## src/rtl/ttni_pkg.sv

```systemverilog
// rtl/ttni_pkg.sv - shared flit types, descriptor record and scheduler states for the TT network interface
package ttni_pkg;

  localparam logic [1:0] FLIT_BODY   = 2'b00;
  localparam logic [1:0] FLIT_HEAD   = 2'b01;
  localparam logic [1:0] FLIT_TAIL   = 2'b10;
  localparam logic [1:0] FLIT_SINGLE = 2'b11;

  localparam int TTNI_DATA_W = 32;
  localparam int TTNI_LEN_W  = 8;

  typedef struct packed {
    logic [63:0]            rel_time;
    logic [TTNI_DATA_W-1:0] header;
    logic [TTNI_LEN_W-1:0]  len;
  } desc_t;

  typedef enum logic [1:0] {
    ST_IDLE,
    ST_HEAD,
    ST_BODY
  } sched_state_e;

endpackage

```

## src/rtl/ttni_desc_fifo.sv

```systemverilog
// rtl/ttni_desc_fifo.sv - synchronous descriptor FIFO, first-word-fall-through read port
module ttni_desc_fifo #(
  parameter int WIDTH = 8,
  parameter int DEPTH = 4
) (
  input  logic             clk,
  input  logic             rst,
  input  logic             push,
  input  logic             pop,
  input  logic [WIDTH-1:0] wdata,
  output logic [WIDTH-1:0] rdata,
  output logic             full,
  output logic             empty
);

  localparam int AW = $clog2(DEPTH);

  logic [WIDTH-1:0] mem_q [DEPTH];
  logic [AW-1:0]    wr_ptr_q, wr_ptr_d, rd_ptr_q, rd_ptr_d;
  logic [AW:0]      cnt_q, cnt_d;
  logic             do_push, do_pop;

  assign full  = (cnt_q == (AW+1)'(DEPTH));
  assign empty = (cnt_q == '0);
  assign rdata = mem_q[rd_ptr_q];

  // DEPTH is a power of two, so pointer overflow is the modulo wrap
  always_comb begin
    do_push  = push && !full;
    do_pop   = pop && !empty;
    wr_ptr_d = wr_ptr_q + AW'(do_push);
    rd_ptr_d = rd_ptr_q + AW'(do_pop);
    cnt_d    = cnt_q + (AW+1)'(do_push) - (AW+1)'(do_pop);
  end

  always_ff @(posedge clk or posedge rst) begin
    if (rst) begin
      wr_ptr_q <= '0;
      rd_ptr_q <= '0;
      cnt_q    <= '0;
    end else begin
      wr_ptr_q <= wr_ptr_d;
      rd_ptr_q <= rd_ptr_d;
      cnt_q    <= cnt_d;
    end
  end

  always_ff @(posedge clk) begin
    if (do_push) mem_q[wr_ptr_q] <= wdata;
  end

endmodule

```

## src/rtl/ttni_vc_source_sched.sv

```systemverilog
// rtl/ttni_vc_source_sched.sv - time-triggered multi-VC flit source with round-robin release arbitration
module ttni_vc_source_sched
  import ttni_pkg::*;
#(
  parameter int VCHANNELS       = 2,
  parameter int FLIT_DATA_WIDTH = 32,
  parameter int FLIT_TYPE_WIDTH = 2,
  parameter int DESC_DEPTH      = 4,
  parameter int LEN_WIDTH       = 8,
  parameter int MAX_SLIP        = 16,
  parameter int LATE_DROP       = 1
) (
  input  logic                                   clk,
  input  logic                                   reset_globle,
  input  logic [63:0]                            GTB,
  input  logic                                   desc_valid,
  output logic                                   desc_ready,
  input  logic [$clog2(VCHANNELS)-1:0]           desc_vc,
  input  logic [63:0]                            desc_time,
  input  logic [FLIT_DATA_WIDTH-1:0]             desc_header,
  input  logic [LEN_WIDTH-1:0]                   desc_len,
  input  logic [VCHANNELS*FLIT_DATA_WIDTH-1:0]   pld_data,
  input  logic [VCHANNELS-1:0]                   pld_empty,
  output logic [VCHANNELS-1:0]                   pld_rd_en,
  output logic [FLIT_DATA_WIDTH+FLIT_TYPE_WIDTH-1:0] flit_source,
  output logic [VCHANNELS-1:0]                   valid_source,
  input  logic [VCHANNELS-1:0]                   ready_source,
  output logic [15:0]                            late_cnt,
  output logic                                   busy
);

  localparam int VCW = $clog2(VCHANNELS);
  localparam int DW  = 64 + FLIT_DATA_WIDTH + LEN_WIDTH;
  localparam int FW  = FLIT_DATA_WIDTH + FLIT_TYPE_WIDTH;

  logic [VCHANNELS-1:0]       q_push, q_pop, q_full, q_empty, eligible;
  logic [DW-1:0]              q_rdata [VCHANNELS];
  logic [63:0]                q_time  [VCHANNELS];
  logic [FLIT_DATA_WIDTH-1:0] q_hdr   [VCHANNELS];
  logic [LEN_WIDTH-1:0]       q_len   [VCHANNELS];
  logic [FLIT_DATA_WIDTH-1:0] pld_arr [VCHANNELS];

  assign desc_ready = !q_full[desc_vc];

  for (genvar v = 0; v < VCHANNELS; v++) begin : g_vc
    assign q_push[v]  = desc_valid && desc_ready && (desc_vc == VCW'(v));
    assign q_time[v]  = q_rdata[v][DW-1 -: 64];
    assign q_hdr[v]   = q_rdata[v][LEN_WIDTH +: FLIT_DATA_WIDTH];
    assign q_len[v]   = q_rdata[v][LEN_WIDTH-1:0];
    assign eligible[v] = !q_empty[v] && (GTB >= q_time[v]);
    assign pld_arr[v] = pld_data[v*FLIT_DATA_WIDTH +: FLIT_DATA_WIDTH];

    ttni_desc_fifo #(
      .WIDTH (DW),
      .DEPTH (DESC_DEPTH)
    ) u_fifo (
      .clk   (clk),
      .rst   (reset_globle),
      .push  (q_push[v]),
      .pop   (q_pop[v]),
      .wdata ({desc_time, desc_header, desc_len}),
      .rdata (q_rdata[v]),
      .full  (q_full[v]),
      .empty (q_empty[v])
    );
  end

  sched_state_e               state_q, state_d;
  logic [VCW-1:0]             vc_q, vc_d, rr_q, rr_d, grant, idx_v;
  logic                       grant_valid;
  logic [FLIT_DATA_WIDTH-1:0] hdr_q, hdr_d;
  logic [LEN_WIDTH-1:0]       len_q, len_d, rem_q, rem_d;
  logic [15:0]                late_q, late_d;
  logic [FW-1:0]              flit_q, flit_d;
  logic [63:0]                slip;
  int                         idx;

  // Scan from the farthest offset down so the closest eligible VC at/after rr_q wins
  always_comb begin
    grant       = '0;
    grant_valid = 1'b0;
    idx         = 0;
    idx_v       = '0;
    for (int i = VCHANNELS - 1; i >= 0; i--) begin
      idx   = (int'(rr_q) + i) % VCHANNELS;
      idx_v = VCW'(idx);
      if (eligible[idx_v]) begin
        grant       = idx_v;
        grant_valid = 1'b1;
      end
    end
  end

  always_comb begin
    state_d      = state_q;
    vc_d         = vc_q;
    hdr_d        = hdr_q;
    len_d        = len_q;
    rem_d        = rem_q;
    rr_d         = rr_q;
    late_d       = late_q;
    flit_d       = flit_q;
    q_pop        = '0;
    valid_source = '0;
    pld_rd_en    = '0;
    busy         = 1'b0;
    slip         = GTB - q_time[grant];
    case (state_q)
      ST_IDLE: begin
        if (grant_valid) begin
          q_pop[grant] = 1'b1;
          rr_d  = (grant == VCW'(VCHANNELS - 1)) ? '0 : grant + 1'b1;
          vc_d  = grant;
          hdr_d = q_hdr[grant];
          len_d = q_len[grant];
          if (slip > 64'(MAX_SLIP)) begin
            if (late_q != 16'hFFFF) late_d = late_q + 16'd1;
            if (LATE_DROP == 0) state_d = ST_HEAD;
          end else begin
            state_d = ST_HEAD;
          end
        end
      end
      ST_HEAD: begin
        busy               = 1'b1;
        valid_source[vc_q] = 1'b1;
        flit_d             = {(len_q == '0) ? FLIT_SINGLE : FLIT_HEAD, hdr_q};
        if (ready_source[vc_q]) begin
          if (len_q == '0) begin
            state_d = ST_IDLE;
          end else begin
            rem_d   = len_q;
            state_d = ST_BODY;
          end
        end
      end
      ST_BODY: begin
        busy = 1'b1;
        // An empty payload FIFO withholds the flit rather than stalling mid-offer
        if (!pld_empty[vc_q]) begin
          valid_source[vc_q] = 1'b1;
          flit_d = {(rem_q == LEN_WIDTH'(1)) ? FLIT_TAIL : FLIT_BODY, pld_arr[vc_q]};
          if (ready_source[vc_q]) begin
            pld_rd_en[vc_q] = 1'b1;
            rem_d           = rem_q - 1'b1;
            if (rem_q == LEN_WIDTH'(1)) state_d = ST_IDLE;
          end
        end
      end
      default: state_d = ST_IDLE;
    endcase
  end

  assign flit_source = flit_d;
  assign late_cnt    = late_q;

  always_ff @(posedge clk or posedge reset_globle) begin
    if (reset_globle) begin
      state_q <= ST_IDLE;
      vc_q    <= '0;
      rr_q    <= '0;
      hdr_q   <= '0;
      len_q   <= '0;
      rem_q   <= '0;
      late_q  <= '0;
      flit_q  <= '0;
    end else begin
      state_q <= state_d;
      vc_q    <= vc_d;
      rr_q    <= rr_d;
      hdr_q   <= hdr_d;
      len_q   <= len_d;
      rem_q   <= rem_d;
      late_q  <= late_d;
      flit_q  <= flit_d;
    end
  end

endmodule

```

## config.mk

```make
export PLATFORM = sky130hd
export DESIGN_NAME = ttni_vc_source_sched
export DESIGN_NICKNAME = d
export VERILOG_FILES = /design/src/rtl/ttni_pkg.sv /design/src/rtl/ttni_desc_fifo.sv /design/src/rtl/ttni_vc_source_sched.sv
export SDC_FILE = /design/constraint.sdc
export NUM_CORES = 1
export LEC_CHECK = 0
export ABC_AREA = 1
export CAP_MARGIN = 20
export CORE_ASPECT_RATIO = 1.2
export CORE_MARGIN = 1
export CORE_UTILIZATION = 25
export CTS_CLUSTER_DIAMETER = 30
export CTS_CLUSTER_SIZE = 28
export DETAILED_ROUTE_END_ITERATION = 8
export SLEW_MARGIN = 10
export SYNTH_ARGS = -nofsm -noshare
export SYNTH_HDL_FRONTEND = slang
export SYNTH_SLANG_ARGS = --single-unit
```

## constraint.sdc

```tcl
create_clock -name clk -period 12.2 [get_ports clk]
set_clock_uncertainty 0.2 [all_clocks]
set_input_delay 1.22 -clock clk [delete_from_list [all_inputs] [get_ports clk]]
set_output_delay 1.22 -clock clk [all_outputs]
set_load 0.005 [all_outputs]
```

**After elaboration in Yosys (flattened, before gate mapping)**

Memories as Yosys holds them, arrays and structs flattened.
Index checks and enable logic that the tools add are counted.

- Order comparisons: 12
- Equal/unequal tests: 13
- Reductions and logical operators: 26
- $add $sub $neg: 13
- Mux-type cells: 60
- Bitwise operators: 3

Operator list:

| operator | count |
|---|---|
| 32-bit 2-to-1 mux | 6 |
| 64-bit 2-to-1 mux | 3 |
| 64-bit >= comparator | 2 |
| 34-bit one-hot mux with 2 select lines | 1 |
| 64-bit by 5-bit > comparator with 1-bit output, second input constant | 1 |
| 64-bit subtractor | 1 |
| 8-bit 2-to-1 mux | 7 |
| 34-bit 2-to-1 mux | 1 |
| 2-bit 2-to-1 mux | 15 |
| 1-bit 2-to-1 mux | 22 |
| 16-bit by 1-bit adder with 16-bit output, second input constant | 1 |
| 16-bit != test, second input constant | 1 |
| 8-bit one-hot mux with 2 select lines | 1 |
| 2-bit != test, second input constant | 7 |
| 1-bit logical AND | 11 |
| 1-bit by 2-bit < comparator with 1-bit output, second input constant | 5 |
| 2-bit by 1-bit adder with 2-bit output | 4 |
| 8-bit by 1-bit == test with 1-bit output, second input constant | 1 |
| 8-bit zero test | 1 |
| 8-bit by 1-bit subtractor with 8-bit output, second input constant | 1 |
| 3-bit by 1-bit adder with 3-bit output | 2 |
| 3-bit == test, second input constant | 2 |
| 3-bit zero test | 2 |
| 2-bit one-hot mux with 3 select lines | 1 |
| other kinds (18) | 28 |

- Bits of input ports: 240
- Register bits after elaboration: 116
- Memories kept: 2
- RAM bits: 832
- Word-level logic and storage cells: 143
- Output and inout port bits: 56

Memory list:

| name | words | width | read ports | clocked after Yosys merged registers in | write ports | line | RTL |
|---|---|---|---|---|---|---|---|
| g_vc[0].u_fifo.mem_q | 4 | 104 | 1 | 0 | 1 | ttni_desc_fifo.sv:18 | `logic [WIDTH-1:0] mem_q [DEPTH];` |
| g_vc[1].u_fifo.mem_q | 4 | 104 | 1 | 0 | 1 | ttni_desc_fifo.sv:18 |  |

**Longest topological paths before layout**

- Depth in word-level cells: 16
- Mapped depth: 48
- Mapped depth without buffers: 45

**Modules after synthesis**

From an unflattened synthesis, not the netlist that was laid out.

- Cells, all modules: 4716
- Area total of the unflattened synthesis: 46518.4 um^2

By module, submodules not included:

| module | times used | cells each | seq. area each (um^2) | area each (um^2) |
|---|---|---|---|---|
| ttni_desc_fifo (g_vc[0].u_fifo) | 1 | 1158 | 12667.1 | 16097.9 |
| ttni_desc_fifo (g_vc[1].u_fifo) | 1 | 1158 | 12667.1 | 16045.4 |
| ttni_vc_source_sched | 1 | 2400 | 2552.4 | 14375.0 |

**Least setup slack after synthesis**

No wires, ideal clock.

- Path type: input port to flip-flop
- From: input port desc_vc
- To: memory g_vc[0].u_fifo.mem_q[0][0] (netlist bit), enable pin
- Library setup time: 0.695 ns
- Buffers on the path: 0
- Slack: 2.621 ns
- Stages: 5
- Data arrival time: 8.685 ns
- Data required time: 11.305 ns
- Cells stage by stage: a31oi_1 -> inv_1 -> nor2_1 -> inv_1 -> nor3_1

- Longest elaborated chain between the ends: 8
- Elaborated cells between the ends (all ways): 9
- Those cells by class: mux (4); bitwise (1); reduce/logical (4)

RTL lines:

| element | line | RTL |
|---|---|---|
| start: declaration | ttni_vc_source_sched.sv:18 | `input logic [$clog2(VCHANNELS)-1:0] desc_vc,` |
| 1-bit 2-to-1 mux (not written as such) (2 in a row) | ttni_vc_source_sched.sv:43 | `assign desc_ready = !q_full[desc_vc];` |
| 1-bit zero test | ttni_vc_source_sched.sv:43 |  |
| 1-bit logical AND | ttni_vc_source_sched.sv:46 | `assign q_push[v] = desc_valid && desc_ready && (desc_vc == VCW'(v));` |
| 1-bit logical AND (*) | ttni_vc_source_sched.sv:46 |  |
| 1-bit logical AND (*) | ttni_desc_fifo.sv:29 | `do_push = push && !full;` |
| 1-bit 2-to-1 mux (*) | ttni_desc_fifo.sv:49 | `if (do_push) mem_q[wr_ptr_q] <= wdata;` |
| 1-bit 2-to-1 mux (not written as such) (*) | ttni_desc_fifo.sv:49 |  |
| end: declaration | ttni_desc_fifo.sv:18 |  |

Every way passes the cells marked *; elsewhere a longest branch is shown, timed or not. The select of a mux whose other input is x is not followed.

**Final worst setup path**

- From: register g_vc[1].u_fifo.rd_ptr_q[0]
- To: register late_q[5], in the netlist late_cnt[5]

- Longest elaborated chain between the ends: 14
- Elaborated cells between the ends (all ways): 18
- Those cells by class: add/sub (1); order compare (2); mux (11); bitwise (1); reduce/logical (2); memory (1)

RTL lines:

| element | line | RTL |
|---|---|---|
| start: declaration | ttni_desc_fifo.sv:19 | `logic [AW-1:0] wr_ptr_q, wr_ptr_d, rd_ptr_q, rd_ptr_d;` |
| start signal: assignment | ttni_desc_fifo.sv:43 | `rd_ptr_q <= rd_ptr_d;` |
| memory 4 x 104 bit (*) | -- |  |
| 64-bit >= comparator | ttni_vc_source_sched.sv:50 | `assign eligible[v] = !q_empty[v] && (GTB >= q_time[v]);` |
| 1-bit logical AND | ttni_vc_source_sched.sv:50 |  |
| 1-bit 2-to-1 mux (not written as such) (2 in a row) | ttni_vc_source_sched.sv:87 | `if (eligible[idx_v]) begin` |
| 1-bit 2-to-1 mux (2 in a row) | ttni_vc_source_sched.sv:87 |  |
| 1-bit inverter with 2-bit output (not written as such) | ttni_vc_source_sched.sv:107 | `slip = GTB - q_time[grant];` |
| 64-bit 2-to-1 mux (not written as such) (3 in a row) | ttni_vc_source_sched.sv:107 |  |
| 64-bit subtractor | ttni_vc_source_sched.sv:107 |  |
| 64-bit by 5-bit > comparator with 1-bit output | ttni_vc_source_sched.sv:116 | `if (slip > 64'(MAX_SLIP)) begin` |
| 4-bit AND reduction (no line) (*) | -- |  |
| end signal: assignment | ttni_vc_source_sched.sv:174 | `late_q <= late_d;` |
| end: declaration | ttni_vc_source_sched.sv:73 | `logic [15:0] late_q, late_d;` |

Marks and branches as above.
A chain may end at the register's enable or synchronous reset.

==> reports/metrics.yaml <==
run_status:
  outcome: "completed"
cts:
  clk_pin_slew_ps: 50
  cts_setup_buffers: 0
  cts_buffers: 192
  htree_levels: 4
  cts_tree: "done"
  clock_path_buffers: 3
  root_buffer: "clkbuf_16"
  cts.sinks: 948
  cts_resized: 0
  clock_latency_ps: 800
  cts.hold.buffers_added: 0
sta:
  period_share_pct: 76.2
  worst_pin_slew_ps: 1120
  postLayoutSetupSlackWorst_ps: 2900
  fin_setup_tns_ps: 0
  max_freq_ghz: 0.107
  setup_viol: 0
  period_needed_ps: 9300
  finalHoldViolCount: 0
  slew_headroom_pct: 25.6
  slew_viol_final: 0
  rsz0062_at_grt: "false"
synth:
  syn_inst: 4465
  netlist_area_mm2: 0.0456
  synth.distinct_cells: 50
  syn_nets: 4914
  async_flop_share_pct: 12.2
  ys_seq_elements: 948
  ys_warn_count: 0
  ys_seq_area_share_pct: 61.1
  ys.flop_type: "edfxtp_1"
  synth_top_area_share_pct: 54.7
  yosysTopAreaCell: "edfxtp_1"
  synth-edff-count: 832
  syn_area_per_cell_um2: 10.2
  synthTopCellsByArea: "edfxtp_1 (55%), nand2_1 (11%), dfrtp_1 (6.4%), ha_1 (5.6%), nor2_1 (2.9%)"
route:
  post_drt_via_cell_ratio: 4.72
  drcViolationCount: 0
  vias: 35017
  first_iter_violations: 2429
  antenna_left: 0
  dr.pass1.iters: 6
  wirelength_mm: 146
  wl_per_cell_um: 19.7
pwr:
  power_density_mw_per_mm2: 310
  power_mw: 18.1
  ir_drop_mv: 0.179
  p_leak_nw: 22.2
min_path:
  holdCritStartpoint: "flit_q[3]"
  hold_class: "register to register"
critical_path:
  start_kind: "register"
  crit_path_frequent_cell: "nand2_1"
  path_class: "register to register"
  crit_start: "g_vc[1].u_fifo.rd_ptr_q[0]"
  crit_slowest_cell: "buf_4"
  cp_max_fo: 83
  cp-end-kind: "register"
  critPathArrivalTime_ps: 9780
  slowest_delay_ps: 790
  required_ps: 12680
  r2r_start: "g_vc[1].u_fifo.rd_ptr_q[0]"
place:
  place_ws_ps: 2570
  dp_hpwl_mm: 99.0
  gp_congestion: 0.943
  portBuffers: 295
  dpl_cell_area_mm2: 0.0514
global_routing:
  busiest_layer: "met2"
  grt_overflow: 0
  grtUsageMet3_pct: 5.01
  grt_max_degree: 136
  grt_use_met2_pct: 23.9
  grt_usage_pct: 15.5
  grt_pass1_vias: 34262
  grt_antenna_before_repair: 50
  grt_pass1_wl_mm: 215
  grt_use_met1_pct: 20.4
die:
  ioPinCount: 296
  fp.dieW_um: 392
  core_mm2: 0.181
  die-area_mm2: 0.184
  die_h_um: 470
  num_rows: 171
  start_util_pct: 25.2
layout:
  nets: 5265
  drive_gt1_share_pct: 8.73
  fin_util_pct: 32.2
  stdcell_area_mm2: 0.0584
  syn_to_final_growth_pct: 28.0
run:
  drv_cap: 0
worst max-delay path: cells and delay by family (launching register included):
kind,cells,cell delay [ps]
adders and majority gates,2,580
xor gates and xnor gates,1,230
DFF,1,610
AOI/OAI and AO/OA,7,1850
and+or+nand+nor,17,3100
buffers and inverters,5,2420
power breakdown:
part           leakage (nW)  internal, mW  switching (mW)
clock network          3.34          3.74            1.79
registers              8.85          4.00           0.173
logic                  10.1          2.61            5.80
total                  22.2          10.3            7.77
cells in the final DEF, fill, tap and decap left out, drive strengths merged, types with 12 or more instances in the layout:
cell and instances:
dfrtp 116, nand4 39, edfxtp 832, clkdlybuf4s50 295, inv 299, o211ai 12, a32o 124, clkinvlp 19
o21ai 261, nor2 364, nand2 1357, buf 47, xnor2 17, a21oi 264, nor3 32, nand3 197
ha 206, clkbuf 230, o21bai 13, nand3b 13, xor2 24, o22ai 82, bufinv 35, clkinv 49
routing by layer:
metal | share of wire (%) | up-vias | routed length (um)
met4 | 2.7 | 66 | 3930
met2 | 45 | 1029 | 65300
met1 | 44 | 17162 | 64800
met3 | 7.9 | 288 | 11500
met5 | 0.26 | - | 379
li1 | - | 16472 | -
stage by stage:
stage | std cells | hold WS [ps]
6_report | 7412 | 274
5_1_grt | 7404 | 291
4_1_cts | 7400 | 278
3_5_place_dp | 7042 | 267
3_3_place_gp | 7041 | 263
2_1_floorplan | 4465 | 259
Yosys cell counts, types with 2 or more instances:
cell / n
ha_1: 206
inv_2: 8
a21o_1: 6
nand3_1: 192
nor2_2: 11
buf_1: 14
a21oi_2: 7
nand3b_1: 13
o221ai_1: 3
a31oi_1: 9
a32oi_1: 3
a21oi_1: 257
clkbuf_1: 166
nor4_1: 8
o21ai_0: 248
and3_1: 2
dfrtp_1: 116
a21boi_0: 2
o211ai_1: 12
xnor2_1: 17
nor3_2: 5
o21ai_1: 13
fa_1: 3
buf_2: 3
nand2_2: 3
and2_1: 2
xor2_1: 24
a32o_1: 124
nand3_2: 5
a22o_1: 2
nor2_1: 352
nor3_1: 27
o21bai_1: 13
nand4_1: 38
nand2_1: 1353
inv_1: 265
o22ai_1: 82
edfxtp_1: 832
buf_6: 2
o21a_1: 7
sequential cells by signal, summed over array words and instances (netlist names):
name and count:
g_vc.u_fifo.rd_ptr_q 4, g_vc.u_fifo.cnt_q 6, flit_q 34, g_vc.u_fifo.wr_ptr_q 4, hdr_q 32, len_q 8, g_vc.u_fifo.mem_q 832, rr_q 1
state_q 2, late_cnt 16, rem_q 8, vc_q 1
final timing paths:
kind	end	slack (ps)	depth (start not counted)
max	late_cnt[5]	2900	32
min	flit_q[3]	270	2
max reg2reg	late_cnt[5]	2900	32
min reg2reg	flit_q[3]	270	2
max in group asynchronous	flit_q[29]	9750	3
min in group asynchronous	flit_q[2]	670	2
cell type report:
| type | count | area [um^2] |
|---|---|---|
| Antenna cell | 10 | 25.0 |
| Clock buffer | 230 | 5090 |
| Clock inverter | 128 | 1870 |
| Fill cell | 18271 | 123000 |
| Inverter | 274 | 1050 |
| Multi-Input combinational cell | 3058 | 16100 |
| Sequential cell | 948 | 27900 |
| Tap cell | 2422 | 3030 |
| Timing Repair Buffer | 342 | 3380 |
cells by family (layout without fill, tap and decap cells):
| family | Yosys count | count (layout) | synth area share, % |
|---|---|---|---|
| AND/OR/NAND/NOR | 2017 | 2017 | 17.9 |
| flip-flops | 948 | 948 | 61.1 |
| AO/OA/AOI/OAI | 791 | 791 | 10.6 |
| buffers and inverters | 459 | 974 | 3.82 |
| adder cells (fa/ha/maj) | 209 | 209 | 5.78 |
| XOR/XNOR | 41 | 41 | 0.787 |
| other | 0 | 10 | 0 |
Note: power is estimated with default switching activity, not from simulation.
